### src/rtl/glitch_sweep_if.sv
// Wishbone link between glitch_sweep (master) and the glitch_wb slave port.
// adr_o keeps the slave's word-address range [5:2].
interface glitch_sweep_if;
  logic [5:2] adr_o;
  logic [7:0] dat_o;
  logic [7:0] dat_i;
  logic       we_o;
  logic       stb_o;
  logic       ack_i;

  modport master (output adr_o, dat_o, we_o, stb_o, input dat_i, ack_i);
  modport slave  (input adr_o, dat_o, we_o, stb_o, output dat_i, ack_i);
endinterface

### src/rtl/glitch_sweep.sv
// glitch_sweep: Wishbone master stepping glitch_wb through a delay x width grid.
// Define GLITCH_SWEEP_TIMEOUT_EN to abort a shot with err after TIMEOUT unready polls.
module glitch_sweep #(
  parameter int         POLL_GAP   = 4,
  parameter int         TIMEOUT    = 1024,
  parameter logic [3:0] ADR_STATUS = 4'h0,
  parameter logic [3:0] ADR_Q0     = 4'h4,
  parameter logic [3:0] ADR_Q1     = 4'h5,
  parameter logic [3:0] ADR_Q2     = 4'h6,
  parameter logic [3:0] ADR_Q3     = 4'h7
) (
  input  logic                  clk_i,
  input  logic                  rst_i,
  glitch_sweep_if.master        wb,
  input  logic                  start,
  input  logic                  abort,
  input  logic [7:0]            mode,
  input  logic [7:0]            delay_first,
  input  logic [7:0]            delay_last,
  input  logic [7:0]            delay_step,
  input  logic [7:0]            width_first,
  input  logic [7:0]            width_last,
  input  logic [7:0]            width_step,
  output logic                  busy,
  output logic                  done,
  output logic                  err,
  output logic [7:0]            cur_delay,
  output logic [7:0]            cur_width,
  output logic [15:0]           shot_count
);
  typedef enum logic [3:0] {
    ST_IDLE, ST_WR_MODE, ST_WR_WIDTH, ST_WR_DELAY, ST_WR_PAD,
    ST_ARM, ST_GAP, ST_POLL, ST_NEXT, ST_DONE
  } state_t;

  localparam int GW = (POLL_GAP > 1) ? $clog2(POLL_GAP) : 1;
  localparam logic [GW-1:0] GAP_LAST = GW'(POLL_GAP - 1);

  state_t        state;
  logic [7:0]    cfg_mode, d_first, d_last, d_step, w_first, w_last, w_step;
  logic [GW-1:0] gap_cnt;
  logic          abort_pend, ab;
  logic [3:0]    req_adr;
  logic [7:0]    req_dat;
  logic          req_we;
  logic [8:0]    w_nxt, d_nxt;
  logic          w_ok, d_ok;

`ifdef GLITCH_SWEEP_TIMEOUT_EN
  localparam int PW = (TIMEOUT > 1) ? $clog2(TIMEOUT) : 1;
  localparam logic [PW-1:0] TO_LAST = PW'(TIMEOUT - 1);
  logic [PW-1:0] poll_cnt;
  logic          err_q;
  assign err = err_q;
`else
  assign err = 1'b0;
`endif

  assign ab = abort_pend | abort;

  // 9-bit sums: a carry out of 0xFF ends the axis instead of wrapping to 0x00
  assign w_nxt = {1'b0, cur_width} + {1'b0, w_step};
  assign d_nxt = {1'b0, cur_delay} + {1'b0, d_step};
  assign w_ok  = !w_nxt[8] && (w_nxt[7:0] <= w_last);
  assign d_ok  = !d_nxt[8] && (d_nxt[7:0] <= d_last);

  always_comb begin
    req_adr = ADR_STATUS;
    req_dat = 8'h00;
    req_we  = 1'b1;
    case (state)
      ST_WR_MODE:  begin req_adr = ADR_Q0; req_dat = cfg_mode;  end
      ST_WR_WIDTH: begin req_adr = ADR_Q1; req_dat = cur_width; end
      ST_WR_DELAY: begin req_adr = ADR_Q2; req_dat = cur_delay; end
      ST_WR_PAD:   begin req_adr = ADR_Q3; req_dat = 8'h00;     end
      ST_ARM:      begin req_adr = ADR_STATUS; req_dat = 8'h01; end
      ST_POLL:     req_we = 1'b0;
      default:     ;
    endcase
  end

  always_ff @(posedge clk_i) begin
    if (rst_i) begin
      state      <= ST_IDLE;
      wb.stb_o   <= 1'b0;
      wb.we_o    <= 1'b0;
      wb.adr_o   <= 4'h0;
      wb.dat_o   <= 8'h00;
      busy       <= 1'b0;
      done       <= 1'b0;
      cur_delay  <= 8'h00;
      cur_width  <= 8'h00;
      shot_count <= 16'h0000;
      abort_pend <= 1'b0;
      gap_cnt    <= '0;
      cfg_mode   <= 8'h00;
      d_first    <= 8'h00;
      d_last     <= 8'h00;
      d_step     <= 8'h01;
      w_first    <= 8'h00;
      w_last     <= 8'h00;
      w_step     <= 8'h01;
`ifdef GLITCH_SWEEP_TIMEOUT_EN
      poll_cnt   <= '0;
      err_q      <= 1'b0;
`endif
    end else begin
      done <= 1'b0;
      if (abort && (state != ST_IDLE || start)) abort_pend <= 1'b1;

      case (state)
        ST_IDLE: if (start) begin
          cfg_mode   <= mode;
          d_first    <= delay_first;
          d_last     <= delay_last;
          d_step     <= (delay_step == 8'h00) ? 8'h01 : delay_step;
          w_first    <= width_first;
          w_last     <= width_last;
          w_step     <= (width_step == 8'h00) ? 8'h01 : width_step;
          cur_delay  <= delay_first;
          cur_width  <= width_first;
          shot_count <= 16'h0000;
          busy       <= 1'b1;
          state      <= ST_WR_MODE;
`ifdef GLITCH_SWEEP_TIMEOUT_EN
          err_q      <= 1'b0;
`endif
        end

        // Bus states: raise strobe on entry, advance on ack; abort only between cycles
        ST_WR_MODE, ST_WR_WIDTH, ST_WR_DELAY, ST_WR_PAD, ST_ARM, ST_POLL: begin
          if (wb.stb_o) begin
            if (wb.ack_i) begin
              wb.stb_o <= 1'b0;
              case (state)
                ST_WR_MODE:  state <= ST_WR_WIDTH;
                ST_WR_WIDTH: state <= ST_WR_DELAY;
                ST_WR_DELAY: state <= ST_WR_PAD;
                ST_WR_PAD:   state <= ST_ARM;
                ST_ARM: begin
                  if (shot_count != 16'hFFFF) shot_count <= shot_count + 16'd1;
                  gap_cnt <= '0;
`ifdef GLITCH_SWEEP_TIMEOUT_EN
                  poll_cnt <= '0;
`endif
                  state   <= ST_GAP;
                end
                default: begin
                  if (wb.dat_i[0]) state <= ST_NEXT;
`ifdef GLITCH_SWEEP_TIMEOUT_EN
                  else if (poll_cnt == TO_LAST) begin
                    err_q <= 1'b1;
                    state <= ST_DONE;
                  end else begin
                    poll_cnt <= poll_cnt + PW'(1);
                    gap_cnt  <= '0;
                    state    <= ST_GAP;
                  end
`else
                  else begin
                    gap_cnt <= '0;
                    state   <= ST_GAP;
                  end
`endif
                end
              endcase
            end
          end else if (ab) begin
            state <= ST_DONE;
          end else begin
            wb.stb_o <= 1'b1;
            wb.we_o  <= req_we;
            wb.adr_o <= req_adr;
            wb.dat_o <= req_dat;
          end
        end

        ST_GAP: begin
          if (ab) state <= ST_DONE;
          else if (gap_cnt == GAP_LAST) state <= ST_POLL;
          else gap_cnt <= gap_cnt + GW'(1);
        end

        ST_NEXT: begin
          if (ab) state <= ST_DONE;
          else if (w_ok) begin
            cur_width <= w_nxt[7:0];
            state     <= ST_WR_MODE;
          end else if (d_ok) begin
            cur_width <= w_first;
            cur_delay <= d_nxt[7:0];
            state     <= ST_WR_MODE;
          end else begin
            state <= ST_DONE;
          end
        end

        ST_DONE: begin
          done       <= 1'b1;
          busy       <= 1'b0;
          abort_pend <= 1'b0;
          state      <= ST_IDLE;
        end

        default: state <= ST_IDLE;
      endcase
    end
  end
endmodule

### src/flat_wrapper.sv
// flat-port wrapper written by rule: the top's interface ports become plain ports
module glitch_sweep_flat 
#(
  parameter int         POLL_GAP   = 4,
  parameter int         TIMEOUT    = 1024,
  parameter logic [3:0] ADR_STATUS = 4'h0,
  parameter logic [3:0] ADR_Q0     = 4'h4,
  parameter logic [3:0] ADR_Q1     = 4'h5,
  parameter logic [3:0] ADR_Q2     = 4'h6,
  parameter logic [3:0] ADR_Q3     = 4'h7
)
  (clk_i, rst_i, start, abort, mode, delay_first, delay_last, delay_step, width_first, width_last, width_step, busy, done, err, cur_delay, cur_width, shot_count, wb_adr_o, wb_dat_o, wb_we_o, wb_stb_o, wb_dat_i, wb_ack_i);
  glitch_sweep_if wb_i ();
  input  logic clk_i;
  input  logic rst_i;
  input  logic start;
  input  logic abort;
  input  logic [7:0] mode;
  input  logic [7:0] delay_first;
  input  logic [7:0] delay_last;
  input  logic [7:0] delay_step;
  input  logic [7:0] width_first;
  input  logic [7:0] width_last;
  input  logic [7:0] width_step;
  output logic busy;
  output logic done;
  output logic err;
  output logic [7:0] cur_delay;
  output logic [7:0] cur_width;
  output logic [15:0] shot_count;
  output wire logic [$bits(wb_i.adr_o)-1:0] wb_adr_o;
  output wire logic [$bits(wb_i.dat_o)-1:0] wb_dat_o;
  output wire logic [$bits(wb_i.we_o)-1:0] wb_we_o;
  output wire logic [$bits(wb_i.stb_o)-1:0] wb_stb_o;
  input wire logic [$bits(wb_i.dat_i)-1:0] wb_dat_i;
  input wire logic [$bits(wb_i.ack_i)-1:0] wb_ack_i;
  assign wb_adr_o = wb_i.adr_o;
  assign wb_dat_o = wb_i.dat_o;
  assign wb_we_o = wb_i.we_o;
  assign wb_stb_o = wb_i.stb_o;
  assign wb_i.dat_i = wb_dat_i;
  assign wb_i.ack_i = wb_ack_i;
  glitch_sweep #(.POLL_GAP(POLL_GAP), .TIMEOUT(TIMEOUT), .ADR_STATUS(ADR_STATUS), .ADR_Q0(ADR_Q0), .ADR_Q1(ADR_Q1), .ADR_Q2(ADR_Q2), .ADR_Q3(ADR_Q3)) u_core (.clk_i(clk_i), .rst_i(rst_i), .wb(wb_i), .start(start), .abort(abort), .mode(mode), .delay_first(delay_first), .delay_last(delay_last), .delay_step(delay_step), .width_first(width_first), .width_last(width_last), .width_step(width_step), .busy(busy), .done(done), .err(err), .cur_delay(cur_delay), .cur_width(cur_width), .shot_count(shot_count));
endmodule
### config.mk
export PLATFORM = sky130hd
export DESIGN_NAME = glitch_sweep_flat
export DESIGN_NICKNAME = d
export VERILOG_FILES = /design/src/rtl/glitch_sweep_if.sv /design/src/rtl/glitch_sweep.sv /design/src/flat_wrapper.sv
export SDC_FILE = /design/constraint.sdc
export NUM_CORES = 1
export LEC_CHECK = 0
export BUFFER_PORTS_ARGS = -buffer_cell sky130_fd_sc_hd__buf_2
export CAP_MARGIN = 20
export CORE_ASPECT_RATIO = 1.25
export CORE_UTILIZATION = 35
export CTS_CLUSTER_SIZE = 20
export DETAILED_ROUTE_END_ITERATION = 7
export RECOVER_POWER = 25
export SKIP_CTS_REPAIR_TIMING = 1
export SYNTH_ARGS = -nofsm -noshare
export SYNTH_HDL_FRONTEND = slang
export SYNTH_SLANG_ARGS = --single-unit
### constraint.sdc
create_clock -name clk_i -period 7.7 [get_ports clk_i]
set_input_delay 1.155 -clock clk_i [delete_from_list [all_inputs] [get_ports clk_i]]
set_output_delay 1.155 -clock clk_i [all_outputs]
set_load 0.02 [all_outputs]
=== Word level (Yosys, flattened, before mapping) ===
Index checks and enable logic that the tools add are counted.

* Output and inout port bits: 49
* Input bits: 69
* Flip-flop bits (word level): 103
* Logic and storage cells: 125

* Eq/ne operators: 27
* Bitwise logic cells: 3
* Mux-type cells: 46
* $add $sub $neg: 4
* Reduce and logical (&&, ||, !) cells: 25
* Magnitude comparators: 2

{| class="wikitable"
|+ Operator list
! kind !! count
|-
| $mux 16 || 5
|-
| $mux 8 || 10
|-
| $mux 4 || 10
|-
| $pmux 16 s2 || 1
|-
| $pmux 8 s2 || 2
|-
| $pmux 8 s4 || 1
|-
| $pmux 4 s5 || 1
|-
| $add 8x8->9 || 2
|-
| $add 16x1->16 const B || 1
|-
| $eq 4x3->1 const B || 4
|-
| $le 8x8->1 || 2
|-
| $logic_not 8->1 || 2
|-
| $ne 16x16->1 const B || 1
|-
| $pmux 4 s4 || 1
|-
| $ne 2x2->1 const B || 7
|-
| $pmux 3 s4 || 1
|-
| $mux 2 || 5
|-
| $ne 3x1->1 const B || 3
|-
| $eq 4x2->1 const B || 2
|-
| $eq 4x4->1 const B || 2
|-
| $ne 2x1->1 const B || 4
|-
| $pmux 2 s2 || 2
|-
| $reduce_and 4->1 || 2
|-
| $reduce_bool 2->1 || 4
|-
| other kinds (22) || 32
|}

=== Longest topological paths before layout ===
Gate-level depths: netlist (run 1).

* Word-level depth: 7
* Gate-level depth with buffers: 15
* Gate-level depth less buffers: 14

=== Least setup slack after synthesis (run 1) ===
No wires, ideal clock.

* Path type: register to register
* From: register u_core.cur_delay[1]
* To: register u_core.cur_width[1]
* Slack: 4.128 ns
* Cell stages (with the launch flop): 16
* Data arrival time: 3.502 ns
* Cell sequence: dfxtp_1 ha_1 a211o_1 a21o_1 a31o_2 a21oi_1 xnor2_1 ha_1 nand4_1 nor2_1 a211oi_1 a2111oi_4 o31ai_2 buf_2 nand2_1 a21oi_1

* Word-level cells in the longest chain between the ends: 5
* Elaborated cells on any way between the ends: 6
* Classes of those cells: add/sub: 1; order compare: 1; eq/ne: 1; reduce/logical: 3

{| class="wikitable"
|+ RTL lines
! element !! RTL line !! text
|-
| start: declaration || glitch_sweep.sv:27 || <nowiki>output logic [7:0] cur_delay,</nowiki>
|-
| start signal: assignment || glitch_sweep.sv:120 || <nowiki>cur_delay <= delay_first;</nowiki>
|-
| start signal: assignment || glitch_sweep.sv:191 || <nowiki>cur_delay <= d_nxt[7:0];</nowiki>
|-
| $add 8x8->9 (*) || glitch_sweep.sv:63 || <nowiki>assign d_nxt = {1'b0, cur_delay} + {1'b0, d_step};</nowiki>
|-
| $le 8x8->1 or $logic_not 1->1 (tied branches) || glitch_sweep.sv:65 || <nowiki>assign d_ok = !d_nxt[8] && (d_nxt[7:0] <= d_last);</nowiki>
|-
| $logic_and 1x1->1 (*) || glitch_sweep.sv:65 ||
|-
| $ne 3x1->1 (no line) (*) || - ||
|-
| $reduce_and 4->1 (no line) (*) || - ||
|-
| end signal: assignment || glitch_sweep.sv:121 || <nowiki>cur_width <= width_first;</nowiki>
|-
| end signal: assignment || glitch_sweep.sv:187 || <nowiki>cur_width <= w_nxt[7:0];</nowiki>
|-
| end signal: assignment || glitch_sweep.sv:190 || <nowiki>cur_width <= w_first;</nowiki>
|-
| end: declaration || glitch_sweep.sv:28 || <nowiki>output logic [7:0] cur_width,</nowiki>
|}

Every way passes the cells marked *; elsewhere a longest branch is shown, timed or not.
A chain may end at the register's enable or synchronous reset.

=== Final worst setup path (run 1) ===
* From: register u_core.cur_delay[1]
* To: register u_core.cur_width[0]

The elaborated chain is that of the path after synthesis.

==> run metrics, run 1 <==
via count just over 5000; Peak VDD IR 0.159 mV; CTS H-Tree Depth 3; TritonCTS Buffers 9; Worst EP arrival roughly 4 ns; drt drc 0; first-pass GRT wire length roughly 24000 um; vias per inst between 5 and 6; Core Area approximately 16000 um2; Worst slew margin 0.268; WP data required 7.91 ns; ANT nets after route 0; Die Y approximately 140 um; number of global-route vias before repair roughly 4700; die area roughly 17000 um2; Root Driver clkbuf_16; Buffers on Ports between 100 and 150; total power 1.68 mW; Worst Path Class, Setup register to register; Worst-Skew Late Latency between 0.3 and 0.4 ns; hold crit path type register to register; synthesis-to-finish area growth 16.4%; Static Leak around 2.7 nW; CTS tree built; Worst Setup SP u_core.cur_delay[1]$_SDFFE_PP0P_; main flop type after synthesis dfxtp_1; number of synthesized flops with an enable pin 0; CP endpoint u_core.cur_width[0]$_SDFFE_PP0P_; Synth Cell Area approximately 5700 um2; pwr dens ~250 nW/um2; Setup violations, final 0; Achievable Freq ~0.26 GHz; Final Max Tran Viols 0; final WL around 16000 um; minimum clock period between 3 and 4 ns; Iter 0 DRT Violations roughly 300; Worst Hold Launch u_core.cfg_mode[1]$_SDFFE_PP0P_; largest net degree at the start of global routing 84; TNS Setup 0 ns; Starting Density 0.362; share of cells above drive strength 1 0.166; RSZ-0062 raised after global routing no; mean post-synth cell area 8.01 um2; clock skew between 0.01 and 0.015 ns; reg2reg setup slack between 3 and 4 ns; total gr overflow 0; cells after synthesis 709; Avg WL per Cell about 15 um; outcome finished clean; Worst-Margin Slew 1.09 ns; Worst Reg-to-Reg Cells 15; Die W approximately 120 um; Max clock buf depth 2; library cells used by synthesis slightly below 70; total track usage 0.192; nets@finish approximately 900; Seq/Total Area, Yosys 0.360; I/O pin count about 120; DPL Wire Length 11200 um; # fillers 1690; TritonCTS Sinks 102; Fin. Hold Viols 0; final RePlAce weighted congestion 0.792; critical path launch point type register; clk slew on worst S/H paths about 0.070 ns; ANT cells 0; Synth warnings 0; Initial DRT Pass Iterations 5; MaxCap Viol Count 0; Final period util 0.503; RR Startpoint u_core.cur_delay[1]$_SDFFE_PP0P_; initial antenna violation count 0; async set-or-reset flop fraction in the synthesized netlist 0; FP Rows 51; crit path capture type register; Worst R2R End u_core.cur_width[0]$_SDFFE_PP0P_; register bit count reported by yosys around 100; crit path max fanout 14
## metrics by stage
stage	instance area [um2]	hold slack (ns)	std cells	utilization	setup WS, ns
floorplan	5680	0.434	710	-	4.13
global placement	6350	0.441	994	0.404	3.54
detailed placement	6350	0.444	994	0.404	3.50
CTS	6630	0.454	1010	0.422	3.46
global route	6610	0.472	1011	0.421	3.52
finish	6610	0.457	1011	0.421	3.83
## critical path, cell delays in order (launching register included)
cell and delay [ns]:
dfxtp_1 0.49, ha_1 0.30, a211o_1 0.32, a21o_1 0.19
a31o_2 0.25, a21oi_1 0.17, xnor2_1 0.17, ha_1 0.29
nand4_1 0.11, nor2_1 0.08, a211oi_1 0.45, a2111oi_4 0.13
o31ai_2 0.34, buf_4 0.26, a211o_1 0.12, a21oi_1 0.05
## worst min-delay path by stage
stage                                            endpoint  slack, ns  cells past startpoint
after floorplan           u_core.cfg_mode[1]$_SDFFE_PP0P_       0.43                      2
after global placement     u_core.w_first[7]$_SDFFE_PP0P_       0.44                      2
after detailed placement  u_core.cfg_mode[1]$_SDFFE_PP0P_       0.44                      2
after CTS                 u_core.cfg_mode[1]$_SDFFE_PP0P_       0.45                      2
after global routing       u_core.w_first[7]$_SDFFE_PP0P_       0.47                      2
final                     u_core.cfg_mode[1]$_SDFFE_PP0P_       0.46                      2
## cells by family (layout without fill, tap and decap cells)
kind of cell,Yosys count,in the layout,share of synthesized area
AND/OR/NAND/NOR,285,285,0.229
AO/OA/AOI/OAI,185,185,0.217
flip-flops,102,102,0.360
buffers and inverters,61,150,0.0445
adder cells (fa/ha/maj),36,36,0.0820
multiplexers,20,20,0.0375
XOR/XNOR,19,19,0.0293
other,1,2,0.000661
## cell type report
class	count	area, um2	area share
inverter	20	75.1	0.0114
clock inverter	6	55.1	0.00833
tap	212	265	0.0401
multi-input combinational	547	3390	0.512
sequential	102	2040	0.309
clock buffer	10	229	0.0346
timing repair buffer	114	557	0.0842
## cells in the mapped netlist, types with 3 or more instances
cell type | n | area share
xor2_1 | 8 | 0.012
a211o_1 | 4 | 0.0062
a22oi_1 | 9 | 0.012
a21o_1 | 10 | 0.013
and2_1 | 5 | 0.0055
o211ai_1 | 4 | 0.0053
nor2b_1 | 6 | 0.0066
o21ai_1 | 9 | 0.0079
or3_1 | 11 | 0.012
mux2_2 | 10 | 0.020
o21ai_0 | 19 | 0.017
a211oi_1 | 8 | 0.011
nand3_1 | 15 | 0.013
buf_2 | 7 | 0.0062
nand3b_1 | 3 | 0.0040
inv_1 | 20 | 0.013
mux2i_1 | 10 | 0.018
a21oi_1 | 86 | 0.076
dfxtp_1 | 102 | 0.36
clkbuf_1 | 25 | 0.017
ha_1 | 34 | 0.075
a311o_1 | 3 | 0.0053
and3_1 | 3 | 0.0033
nand2b_1 | 7 | 0.0077
xnor2_1 | 11 | 0.017
nor3_1 | 7 | 0.0062
a31o_1 | 3 | 0.0046
buf_1 | 6 | 0.0040
nand2_1 | 141 | 0.093
nor4_1 | 12 | 0.013
or2_1 | 3 | 0.0033
nor2_1 | 52 | 0.034
nand4_1 | 6 | 0.0066
and4_1 | 3 | 0.0046
## routing by layer
layer / up-vias / share of wire / global-route usage
li1: 2678 / - / -
met1: 2378 / 0.45 / 0.244
met2: 100 / 0.49 / 0.328
met3: 9 / 0.041 / 0.0314
met4: 0 / 0.013 / 0.0648
met5: - / 0 / 0
## sequential cells by signal, indices dropped and copies added, names as in the netlist, 2 cells and up
register	cells
u_core.shot_count	16
u_core.wb.adr_o	3
u_core.state	4
u_core.d_last	8
u_core.wb.dat_o	8
u_core.cur_width	8
u_core.w_last	8
u_core.w_step	8
u_core.d_step	8
u_core.cur_delay	8
u_core.cfg_mode	8
u_core.gap_cnt	2
u_core.w_first	8
## power by group
| group | total [mW] | internal [mW] | leakage (nW) | switching [mW] |
|---|---|---|---|---|
| Sequential | 0.631 | 0.576 | 0.833 | 0.0550 |
| Combinational | 0.590 | 0.228 | 1.75 | 0.362 |
| Clock | 0.454 | 0.226 | 0.133 | 0.228 |
| Total | 1.68 | 1.03 | 2.72 | 0.645 |
## layout by cell type, fill, tap and decap left out, types with 7 or more instances in the layout
cell,instances
o21ai_1,9
clkbuf_1,24
mux2_2,10
xnor2_1,11
xor2_1,8
o21ai_0,19
ha_1,34
a22oi_1,9
nor2_1,52
nand2b_1,7
nor3_1,7
nand3_1,15
nand2_1,141
or3_1,11
inv_1,20
a21oi_1,86
mux2i_1,10
dfxtp_1,102
a211oi_1,8
clkbuf_16,9
buf_2,85
nor4_1,12
a21o_1,10
Note: power is estimated with default switching activity, not from simulation.
==> run 2, diff against run 1 <==
==> constraint.sdc (replaced) <==
create_clock -name clk_i -period 3.7 [get_ports clk_i]
set_input_delay 0.555 -clock clk_i [delete_from_list [all_inputs] [get_ports clk_i]]
set_output_delay 0.555 -clock clk_i [all_outputs]
set_load 0.02 [all_outputs]
==> run metrics, run 2 (same netlist as run 1, synthesis figures left out) <==
outcome finished clean; drt drc 0; Worst slew margin 0.408; first-pass GRT wire length approximately 25000 um; Final Max Tran Viols 0; Die W between 100 and 150 um; total power about 3.7 mW; synthesis-to-finish area growth 20.9%; TritonCTS Buffers 9; critical path launch point type register; vias per inst approximately 5.2; # fillers about 1700; final non-filler cell area 6860 um2; Avg WL per Cell about 16 um; Layout Cells excl Fill just over 1000; Achievable Freq approximately 0.29 GHz; Initial DRT Pass Iterations 5; Starting Density 0.362; max FFs per register 16; Core Area approximately 16000 um2; MaxCap Viol Count 0; final RePlAce weighted congestion 0.827; Iter 0 DRT Violations roughly 210; largest net degree at the start of global routing 83; TNS Setup 0 ns; Worst EP arrival 3.74 ns; Worst Path Class, Setup register to register; TritonCTS Sinks between 100 and 150; placed instance area 6500 um2; DPL Wire Length 11600 um; I/O pin count 118; nets@finish 924; Static Leak between 2 and 3 nW; initial antenna violation count 0; die area ~17000 um2; Buffers on Ports 108; commonest non-fill, non-tap cells in the layout 141 x nand2_1, 102 x dfxtp_1, 85 x a21oi_1, 72 x buf_2, 51 x nor2_1; crit path capture type register; Fin. Hold Viols 0; Max clock buf depth 2; via count 5383; hold crit path type input port to register; Worst-Margin Slew approximately 0.89 ns; Largest Register u_core.shot_count; crit path max fanout 7; WP data required between 3 and 4 ns; Setup violations, final 0; final WL 16300 um; share of cells above drive strength 1 0.191; Peak VDD IR 0.253 mV; Die Y 144 um; CTS H-Tree Depth 3; Final period util 0.942; FP Rows roughly 50; Root Driver clkbuf_16; total track usage 0.196; total gr overflow 0; pwr dens about 540 nW/um2; CTS tree built; commonest non-fill, non-tap cell in the layout nand2_1; final core occ 0.437; number of global-route vias before repair slightly below 5000; RSZ-0062 raised after global routing no; clk slew on worst S/H paths 0.08 ns; Inst Count DP about 1000; ANT nets after route 0; Worst-Skew Late Latency roughly 0.37 ns; ANT cells 0; clock skew roughly 0.0083 ns; minimum clock period roughly 3.5 ns
==> run 2: cell count changes in the layout (fill, tap and decap cells not counted), moves of 2 or more <==
| cell | before | now |
|---|---|---|
| a211oi_1 | 8 | 6 |
| buf_4 | 6 | 30 |
| a211oi_2 | 2 | 4 |
| clkbuf_1 | 24 | 36 |
| buf_2 | 85 | 72 |
| clkinvlp_4 | 2 | 0 |
==> run 2: final timing paths <==
kind / depth (start not counted) / end / slack (ns) / start
setup / recovery: 15 / u_core.cur_width[6]$_SDFFE_PP0P_ / 0.22 / u_core.cur_delay[1]$_SDFFE_PP0P_
hold / removal: 3 / u_core.d_last[4]$_SDFFE_PP0P_ / 0.42 / delay_last[4]
setup reg to reg: 15 / u_core.cur_width[6]$_SDFFE_PP0P_ / 0.22 / u_core.cur_delay[1]$_SDFFE_PP0P_
hold reg to reg: 2 / u_core.w_last[1]$_SDFFE_PP0P_ / 0.46 / u_core.w_last[1]$_SDFFE_PP0P_
==> run 2: cell type report <==
| class | count | area, um2 | share of cell area |
|---|---|---|---|
| timing repair buffer | 138 | 721 | 0.105 |
| sequential | 102 | 2040 | 0.298 |
| inverter | 20 | 75.1 | 0.0109 |
| clock buffer | 9 | 225 | 0.0328 |
| tap | 212 | 265 | 0.0387 |
| multi-input combinational | 548 | 3470 | 0.505 |
| clock inverter | 7 | 67.6 | 0.00985 |
==> run 2: worst max-delay path, cell delays in order, from the launching register on <==
cell	delay [ns]
dfxtp_1	0.32
ha_1	0.30
a211o_1	0.28
a21o_1	0.18
a31o_2	0.27
a21oi_4	0.14
xnor2_2	0.09
ha_1	0.32
nand4_1	0.15
nor2_2	0.15
a211oi_2	0.06
a2111oi_4	0.32
buf_4	0.21
o31ai_2	0.08
buf_4	0.19
o311a_1	0.33
==> run 2: metal layers <==
metal  up-vias  track usage  routed length, um
met3        22       0.0381                797
met1      2507        0.247               7250
met4         0       0.0709                306
met2       135        0.330               7970
met5         -            0                  0
li1       2719            -                  -
==> run 2: through the flow <==
stage,hold slack (ns),setup WS [ns]
finish,0.420,0.215
CTS,0.415,0.0871
global route,0.423,0.0108
floorplan,0.434,0.128
global placement,0.442,0.122
detailed placement,0.447,0.0903
==> run 2: where the power goes <==
group | switching [mW] | internal [mW]
logic | 0.847 | 0.602
registers | 0.101 | 1.20
clock network | 0.484 | 0.474
total | 1.43 | 2.27
==> run 3, diff against run 2 <==
--- a/config.mk
+++ b/config.mk
@@ -8,6 +8,7 @@
 export BUFFER_PORTS_ARGS = -buffer_cell sky130_fd_sc_hd__buf_2
 export CAP_MARGIN = 20
 export CORE_ASPECT_RATIO = 1.25
+export CORE_MARGIN = 2
 export CORE_UTILIZATION = 35
 export CTS_CLUSTER_SIZE = 20
 export DETAILED_ROUTE_END_ITERATION = 7
==> run metrics, run 3 (same netlist as run 1, synthesis figures left out) <==
total gr overflow 0; Final period util 0.961; total track usage 0.186; number of global-route vias before repair around 5000; Inst Count DP 1021; Logic pwr share 0.393; dpl ws a little under 0.09 ns; # fillers between 1500 and 2000; critical path launch point type register; WP data required between 3 and 4 ns; Avg WL per Cell around 16 um; Hold Path Sink u_core.w_last[4]$_SDFFE_PP0P_; drt drc 0; pwr dens 541 nW/um2; Max clock buf depth 2; vias per inst between 5 and 6; crit path max fanout 6; Worst EP arrival around 3.8 ns; I/O pin count 118; FP Rows between 50 and 60; Achievable Freq between 0.2 and 0.3 GHz; share of cells above drive strength 1 0.206; commonest non-fill, non-tap cells in the layout 141 x nand2_1, 100 x dfxtp_1, 84 x a21oi_1, 73 x buf_2, 51 x nor2_1; CTS H-Tree Depth 3; Net Switching between 1 and 1.5 mW; WHS Path Cells 3; MaxCap Viol Count 0; Layout Cells excl Fill ~1000; max FFs per register 16; CTS tree built; final WL around 16000 um; Root Driver clkbuf_16; Fin. Hold Viols 0; Initial DRT Pass Iterations 4; TritonCTS Buffers 9; Largest Register u_core.shot_count; Peak VDD IR approximately 0.24 mV; synthesis-to-finish area growth 22.4%; Worst slew margin 0.403; Starting Density 0.355; clock skew slightly below 0.007 ns; nets@finish 929; Flop pwr share 0.344; Worst Hold Launch width_last[4]; hold crit path type input port to register; final worst slack approximately 0.14 ns; Iter 0 DRT Violations 295; DPL Wire Length approximately 12000 um; total power about 3.8 mW; ANT nets after route 0; Die W 118 um; RR Startpoint u_core.d_step[1]$_SDFFE_PP0P_; crit path capture type register; final RePlAce weighted congestion slightly above 0.8; via count ~5300; die area roughly 17000 um2; internal power 2.31 mW; Worst R2R End u_core.cur_delay[2]$_SDFFE_PP0P_; largest net degree at the start of global routing between 80 and 90; Worst Path Class, Setup register to register; Setup violations, final 0; Core Area 16000 um2; first-pass GRT wire length 25500 um; Switching Fraction 0.385; reg2reg setup slack between 0.1 and 0.15 ns; Static Leak ~2.8 nW; Die Y ~150 um; TritonCTS Sinks roughly 100; clk slew on worst S/H paths roughly 0.08 ns; minimum clock period about 3.6 ns; Worst-Skew Late Latency 0.36 ns; Worst Reg-to-Reg Cells 14; clock network fraction of total power 0.262; RSZ-0062 raised after global routing yes; initial antenna violation count 1; commonest non-fill, non-tap cell in the layout nand2_1; Buffers on Ports 108; Final Max Tran Viols 0; Worst-Margin Slew approximately 0.90 ns; outcome finished clean
-- run 3: worst max-delay path by stage --
| stage | start | end | slack [ns] | depth (start not counted) |
|---|---|---|---|---|
| 6_report | u_core.d_step[1]$_SDFFE_PP0P_ | u_core.cur_delay[2]$_SDFFE_PP0P_ | 0.14 | 14 |
| 5_1_grt | u_core.d_step[1]$_SDFFE_PP0P_ | u_core.cur_delay[1]$_SDFFE_PP0P_ | -0.03 | 15 |
| 4_1_cts | u_core.cur_delay[1]$_SDFFE_PP0P_ | u_core.cur_delay[7]$_SDFFE_PP0P_ | 0.07 | 14 |
| 3_5_place_dp | u_core.cur_delay[1]$_SDFFE_PP0P_ | u_core.cur_delay[7]$_SDFFE_PP0P_ | 0.09 | 14 |
| 3_3_place_gp | u_core.cur_delay[1]$_SDFFE_PP0P_ | u_core.cur_delay[7]$_SDFFE_PP0P_ | 0.14 | 14 |
| 2_1_floorplan | u_core.cur_delay[1]$_SDFFE_PP0P_ | u_core.cur_width[1]$_SDFFE_PP0P_ | 0.13 | 15 |
-- run 3: metrics by stage --
step / area, um2 / util / hold slack [ns] / setup TNS, ns
after floorplan: 5680 / - / 0.434 / 0
final: 6950 / 0.434 / 0.423 / 0
after global placement: 6530 / 0.408 / 0.442 / 0
after detailed placement: 6530 / 0.408 / 0.445 / 0
after CTS: 6830 / 0.427 / 0.408 / 0
after global routing: 6950 / 0.434 / 0.421 / -0.107
-- run 3: layer usage --
metal,wire length [um],GRT usage,share of wire
met5,0,0,0
met4,247,0.0596,0.015
met3,624,0.0309,0.038
met2,7850,0.321,0.48
met1,7510,0.235,0.46
-- run 3: worst max-delay path, stage by stage (launching register included) --
cell,delay (ns)
dfxtp_2,0.34
ha_4,0.23
a211o_1,0.26
a21o_1,0.20
a31o_2,0.22
a21oi_4,0.14
xnor2_2,0.08
ha_1,0.31
nand4_1,0.15
nor2_2,0.15
a211oi_2,0.07
a2111oi_4,0.56
a31oi_4,0.26
buf_4,0.20
o41ai_2,0.28
-- run 3: power by group through the flow --
stage	clock (mW)	combinational, mW	sequential (mW)
3_3_place_gp	0	1.35	1.32
4_1_cts	1.01	1.36	1.29
3_5_place_dp	0	1.36	1.32
6_report	0.985	1.48	1.30
5_1_grt	1.06	1.65	1.31
2_1_floorplan	0	0.893	1.34
-- run 3: final cells by class --
class | count | area, um2 | share of cell area
Antenna cell | 1 | 2.50 | 0.000360
Multi-Input combinational cell | 548 | 3480 | 0.501
Timing Repair Buffer | 143 | 767 | 0.110
Inverter | 20 | 75.1 | 0.0108
Clock buffer | 9 | 225 | 0.0324
Sequential cell | 102 | 2040 | 0.294
Tap cell | 216 | 270 | 0.0389
Clock inverter | 7 | 81.3 | 0.0117
